### config.mk
export PLATFORM = sky130hd
export DESIGN_NAME = wb_dmem_bridge
export DESIGN_NICKNAME = d
export VERILOG_FILES = /design/src/rtl/wb_dmem_bridge.sv
export SDC_FILE = /design/constraint.sdc
export NUM_CORES = 1
export LEC_CHECK = 0
export ABC_AREA = 1
export CAP_MARGIN = 40
export CORE_MARGIN = 4
export CORE_UTILIZATION = 30
export CTS_CLUSTER_DIAMETER = 200
export DETAILED_ROUTE_END_ITERATION = 16
export SLEW_MARGIN = 20
export SYNTH_ARGS = -nofsm -noshare
export SYNTH_HDL_FRONTEND = slang
export SYNTH_SLANG_ARGS = --single-unit
### constraint.sdc
create_clock -name wb_clk_i -period 3 [get_ports wb_clk_i]
set_input_delay 0.75 -clock wb_clk_i [delete_from_list [all_inputs] [get_ports wb_clk_i]]
set_output_delay 0.75 -clock wb_clk_i [all_outputs]
set_load 0.02 [all_outputs]
### src/rtl/wb_dmem_bridge.sv
// Wishbone slave giving the host load/readback access to WARP-V dmem SRAM port 0 while the core is held in reset.
// Optional SRAM readback path is built only when WB_DMEM_BRIDGE_READ_EN is defined.
module wb_dmem_bridge #(
  parameter logic [31:0] BASE_ADDR = 32'h3000_1000
) (
  input  logic        wb_clk_i,
  input  logic        wb_rst_i,
  input  logic        wbs_stb_i,
  input  logic        wbs_cyc_i,
  input  logic        wbs_we_i,
  input  logic [3:0]  wbs_sel_i,
  input  logic [31:0] wbs_dat_i,
  input  logic [31:0] wbs_adr_i,
  output logic        wbs_ack_o,
  output logic [31:0] wbs_dat_o,
  input  logic        processor_reset,
  input  logic        core_csb0,
  input  logic        core_web0,
  input  logic [3:0]  core_wmask0,
  input  logic [7:0]  core_addr0,
  input  logic [31:0] core_din0,
  output logic        sram_csb0,
  output logic        sram_web0,
  output logic [3:0]  sram_wmask0,
  output logic [7:0]  sram_addr0,
  output logic [31:0] sram_din0,
  input  logic [31:0] sram_dout0
);

  typedef enum logic [2:0] {
    IDLE,
    WR,
`ifdef WB_DMEM_BRIDGE_READ_EN
    RD,
    RDW,
`endif
    ACK
  } state_t;

  state_t      state, state_n;
  logic [7:0]  adr_q;
  logic [31:0] dat_q;
  logic [3:0]  sel_q;
  logic [15:0] drop_cnt;
  logic        hit, req, own, drop_inc;
  logic [31:0] ack_dat;

  assign hit       = (wbs_adr_i[31:11] == BASE_ADDR[31:11]);
  assign req       = wbs_cyc_i & wbs_stb_i & hit;
  assign wbs_ack_o = (state == ACK);

`ifdef WB_DMEM_BRIDGE_READ_EN
  assign own = processor_reset | (state == WR) | (state == RD);
  logic unused_ok;
  assign unused_ok = ^wbs_adr_i[1:0];
`else
  assign own = processor_reset | (state == WR);
  logic unused_ok;
  assign unused_ok = ^{wbs_adr_i[1:0], sram_dout0};
`endif

  always_comb begin
    state_n  = state;
    ack_dat  = 32'h0;
    drop_inc = 1'b0;
    case (state)
      IDLE: begin
        if (req) begin
          if (wbs_adr_i[10]) begin
            state_n = ACK;
            ack_dat = {16'h0, drop_cnt};
          end else if (wbs_we_i) begin
            if (processor_reset) begin
              state_n = WR;
            end else begin
              state_n  = ACK;
              drop_inc = 1'b1;
            end
          end else begin
`ifdef WB_DMEM_BRIDGE_READ_EN
            if (processor_reset) begin
              state_n = RD;
            end else begin
              state_n  = ACK;
              drop_inc = 1'b1;
            end
`else
            // Readback compiled out: reads complete immediately with zero data.
            state_n = ACK;
`endif
          end
        end
      end
      WR:  state_n = ACK;
`ifdef WB_DMEM_BRIDGE_READ_EN
      RD:  state_n = RDW;
      RDW: begin
        state_n = ACK;
        ack_dat = sram_dout0;
      end
`endif
      ACK:     state_n = IDLE;
      default: state_n = IDLE;
    endcase
  end

  always_ff @(posedge wb_clk_i) begin
    if (wb_rst_i) begin
      state     <= IDLE;
      adr_q     <= 8'h0;
      dat_q     <= 32'h0;
      sel_q     <= 4'h0;
      drop_cnt  <= 16'h0;
      wbs_dat_o <= 32'h0;
    end else begin
      state     <= state_n;
      wbs_dat_o <= (state_n == ACK) ? ack_dat : 32'h0;
      if (state == IDLE && req) begin
        adr_q <= wbs_adr_i[9:2];
        dat_q <= wbs_dat_i;
        sel_q <= wbs_sel_i;
      end
      if (drop_inc && drop_cnt != 16'hFFFF) begin
        drop_cnt <= drop_cnt + 16'd1;
      end
    end
  end

  // WR/RD keep the port even if processor_reset has just fallen.
  always_comb begin
    sram_csb0   = 1'b1;
    sram_web0   = 1'b1;
    sram_wmask0 = 4'h0;
    sram_addr0  = 8'h0;
    sram_din0   = 32'h0;
    if (own) begin
      if (state == WR) begin
        sram_csb0   = 1'b0;
        sram_web0   = 1'b0;
        sram_wmask0 = sel_q;
        sram_addr0  = adr_q;
        sram_din0   = dat_q;
      end
`ifdef WB_DMEM_BRIDGE_READ_EN
      if (state == RD) begin
        sram_csb0  = 1'b0;
        sram_addr0 = adr_q;
      end
`endif
    end else begin
      sram_csb0   = core_csb0;
      sram_web0   = core_web0;
      sram_wmask0 = core_wmask0;
      sram_addr0  = core_addr0;
      sram_din0   = core_din0;
    end
  end

endmodule
# Word-level counts from Yosys, hierarchy flattened
# Index checks and enable logic that the tools add are counted.
# totals
reg_bits,95
latch_bits,0
mem_bits_rw,0
romBits,0
input_bits,152
output_inout_bits,79
n_memories,0
# classes
add_sub_neg,1
multipliers,0
div_mod_pow,0
magnitude_cmp,0
eq_ne,5
shifts,0
n_mux,19
bitwise_logic,7
n_reduce_logical,5
# op_table
op,count
32-bit 2-to-1 mux,2
"21-bit by 19-bit == test with 1-bit output, second input constant",1
"16-bit by 1-bit adder with 16-bit output, second input constant",1
8-bit 2-to-1 mux,2
"16-bit inequality test, second input constant",1
3-bit 2-to-1 mux,3
1-bit 2-to-1 mux,8
4-bit 2-to-1 mux,2
"3-bit by 2-bit == test with 1-bit output, second input constant",2
3-bit case mux with 2 select lines,1
5-bit OR reduction,1
1-bit NOT,4
4-bit OR reduction,1
"3-bit by 1-bit == test with 1-bit output, second input constant",1
3-bit zero test,1
1-bit AND,2
1-bit logical AND,2
2-bit 2-to-1 mux,1
1-bit bitwise OR,1

# Longest topological paths before layout
# depth
ltp_word,8
depth_mapped,12
ltp_nobuf,12

# Worst setup path before layout
# No wires, ideal clock.
# synth_path
kind,input port to output port
startpoint,in processor_reset
endpoint,out sram_addr0[1]
arrival_ns,1.390
setup_slack_ns,0.860
stages,4
path_cell_list,inv_2 buf_1 nand3_1 nand2_1
# synth_via
elab_chain_cells,2
# synth_lines
element,line_no,text
start: declaration,16,"input logic processor_reset,"
1-bit bitwise OR,57,assign own = processor_reset | (state == WR);
8-bit 2-to-1 mux,136,if (own) begin
end: declaration,25,"output logic [7:0] sram_addr0,"
# Every way passes these cells.

# Worst setup path after layout
# layout_path
startpoint,in processor_reset
endpoint,out sram_web0
# layout_via
elab_chain_cells,2
# layout_lines
element,line_no,text
1-bit bitwise OR,57,
1-bit 2-to-1 mux,136,
end: declaration,23,"output logic sram_web0,"
# Every way passes these cells.

==> flow_summary.json <==
{
  "grt_pass1_vias": 4418,
  "io_buffers": 180,
  "antenna_found_initial": 1,
  "outcome": "completed",
  "cp_slowest_cell": "clkdlybuf4s50_1",
  "path_clk_slew_ps": 60,
  "ys_types": 33,
  "drtPass1Iterations": 5,
  "peakVddDrop_v": 0.000222,
  "rows": 42,
  "critPathArrivalTime_ps": 2130,
  "wire_per_inst_um": 13.4,
  "finalCritPeriodShare": 0.959,
  "grt_usage": 0.162,
  "startpoint": "processor_reset",
  "fin_skew_ps": 6.03,
  "ys.flop_type": "dfxtp_1",
  "multi_input_area_um2": 2260,
  "slew_headroom": 0.637,
  "insertion_delay_ps": 340,
  "final_util": 0.481,
  "r2r_slack_ps": 840,
  "ant_nets": 0,
  "hold_violations": 0,
  "crit_fanout": 3,
  "register_area_um2": 1580,
  "gp_congestion": 0.854,
  "yosys-top-cells-area": "dfxtp_1, nand2_1, nor2_1, nand3_1, nor2_4",
  "grt_start_max_net_pins": 45,
  "dieWidth_um": 126,
  "crit_path_start_kind": "input port",
  "num_vias": 4438,
  "drtIter0Drc": 200,
  "rr_startpoint": "drop_cnt[1]",
  "synth_edf_count": 0,
  "fin_hold_ws_ps": 481,
  "max_freq_ghz": 0.348,
  "required_ps": 2250,
  "p_leak_nw": 2.83,
  "holdCritPathClass": "flop to flop",
  "ios": 231,
  "worstRegToRegCells": 7,
  "crit_family": "buffers and inverters",
  "dp_hpwl_mm": 10.1,
  "viasPerCell": 4.57,
  "cts-root-buf": "clkbuf_16",
  "place_ws_ps": -40.5,
  "core-area_um2": 13400,
  "numCtsBuffers": 9,
  "fin_tns_setup_ps": 0,
  "mappedNetlistArea_um2": 4160,
  "area_delta_synth_final_pct": 54.9,
  "cp_num_cells": 5,
  "postCtsHoldBufs": 0,
  "synth_top_area_frac": 0.380,
  "ys_warn_count": 0,
  "report.final.slew_viol_count": 0,
  "grt_pass1_wl_mm": 21.3,
  "worst_pin_slew_ps": 544,
  "crit_chain": "clkdlybuf4s50_1, buf_4, nor2_1, nor2_1, clkdlybuf4s50_1",
  "synth.top_cells.by_count": "nand2_1, nor2_1, dfxtp_1",
  "cp-endpoint": "sram_web0",
  "yosysMostFrequentCell": "nand2_1",
  "fp.dieArea_um2": 15800,
  "endpoint_kind": "output port",
  "powerDensity_nw_per_um2": 386,
  "r2r_end": "drop_cnt[3]",
  "drc": 0,
  "maxCapViolations": 0,
  "layout_setup_ws_ps": 124,
  "ys_ff_latch": 79,
  "die_h_um": 126,
  "grt_setup_unrepaired": "no",
  "slowest_delay_ps": 610,
  "fill_cells": 1356,
  "start_util": 0.310,
  "numClockSinks": 79,
  "cts_buffer_depth": 2,
  "crit_type": "input port to output port",
  "yosysTopAreaCell": "dfxtp_1",
  "ys_seq_area_frac": 0.380,
  "period_needed_ps": 2880,
  "grt_overflow": 0,
  "cts_tree": "built",
  "crit_buf_inv": 3,
  "synth_cells": 614,
  "setup_viol": 0,
  "finalNetCount": 943,
  "finalWirelength_mm": 13.0,
  "ctsHtreeMaxLevel": 3,
  "avgSynthCellArea_um2": 6.78,
  "async_flop_share": 0,
  "drive_gt1_frac": 0.0918,
  "antennaDiodeCount": 0
}
## flip-flops by register name (all words and copies together) (netlist names)
name and cells:
dat_q 32, drop_cnt 16, wbs_dat_o 16, adr_q 8
sel_q 4, state 3
## per-layer routing
metal  up-vias  global-route usage  wire (um)
li1       2283                   -          -
met1      1975               0.196       5640
met2       153               0.273       6180
met3        25              0.0432        889
met4         2              0.0669        320
met5         -                   0         20
## how the worst min path moves through the flow
stage / start / to / slack (ps) / depth (start not counted)
4_1_cts: dat_q[25] / dat_q[25] / 490 / 2
2_1_floorplan: drop_cnt[1] / wbs_dat_o[1] / 450 / 2
3_5_place_dp: dat_q[25] / dat_q[25] / 470 / 2
6_report: dat_q[21] / dat_q[21] / 480 / 2
3_3_place_gp: dat_q[13] / dat_q[13] / 460 / 2
5_1_grt: adr_q[5] / adr_q[5] / 510 / 2
## area by class of cell
class	instances	area share
multi-input combinational	472	0.351
inverter	32	0.0194
clock inverter	4	0.00699
tap	176	0.0342
clock buffer	12	0.0383
sequential	79	0.245
timing repair buffer	196	0.305
## timing repair
| item | 4_1_cts | 5_1_grt |
|---|---|---|
| buffers inserted | 0 | 1 |
| endpoints found under the hold margin | 0 | 0 |
| pin swaps | 0 | 1 |
| gates resized for setup | 26 | 19 |
| endpoints found under the setup margin | 26 | 19 |
## per-stage QoR
step                      std cells  instance area [um2]  total power [mW]
after floorplan                 630                 4220              1.23
after global placement          954                 6130              1.46
after detailed placement        954                 6130              1.46
after CTS                       970                 6390              2.52
after global routing            971                 6440              2.59
final                           971                 6440              2.49
## kinds of logic after synthesis
family          count (synthesis)  share of synthesized area
simple gates                  393                      0.445
flops                          79                      0.380
other cells                     1                   0.000901
xor+xnor                        6                     0.0126
buf+inv                        79                     0.0923
fa+ha+maj                       1                    0.00301
compound gates                 55                     0.0662
## worst reg2reg max path, delay by kind of cell (launching register included)
kind	cells	cell delay, ps
simple gates	5	1200
fa+ha+maj	1	280
compound gates	1	170
flops	1	410
## power by group
part	switching (mW)	total (mW)	internal, mW
combinational	0.162	0.369	0.208
sequential	0.000340	1.05	1.05
clock	0.407	1.07	0.663
## cells in the final DEF (no fill, tap or decap), drive strengths merged, types with 2 or more instances in the layout
| master | instances |
|---|---|
| buf | 16 |
| dlymetal6s2s | 19 |
| nand2 | 144 |
| xor2 | 6 |
| clkbuf | 12 |
| clkinv | 4 |
| conb | 17 |
| dlygate4sd2 | 26 |
| nor2 | 153 |
| nand3 | 64 |
| nor4 | 2 |
| inv | 31 |
| o21ai | 44 |
| nor3 | 6 |
| clkdlybuf4s50 | 135 |
| a21oi | 11 |
| nand4 | 21 |
| dfxtp | 79 |
Power figures use the tool's default switching activity.
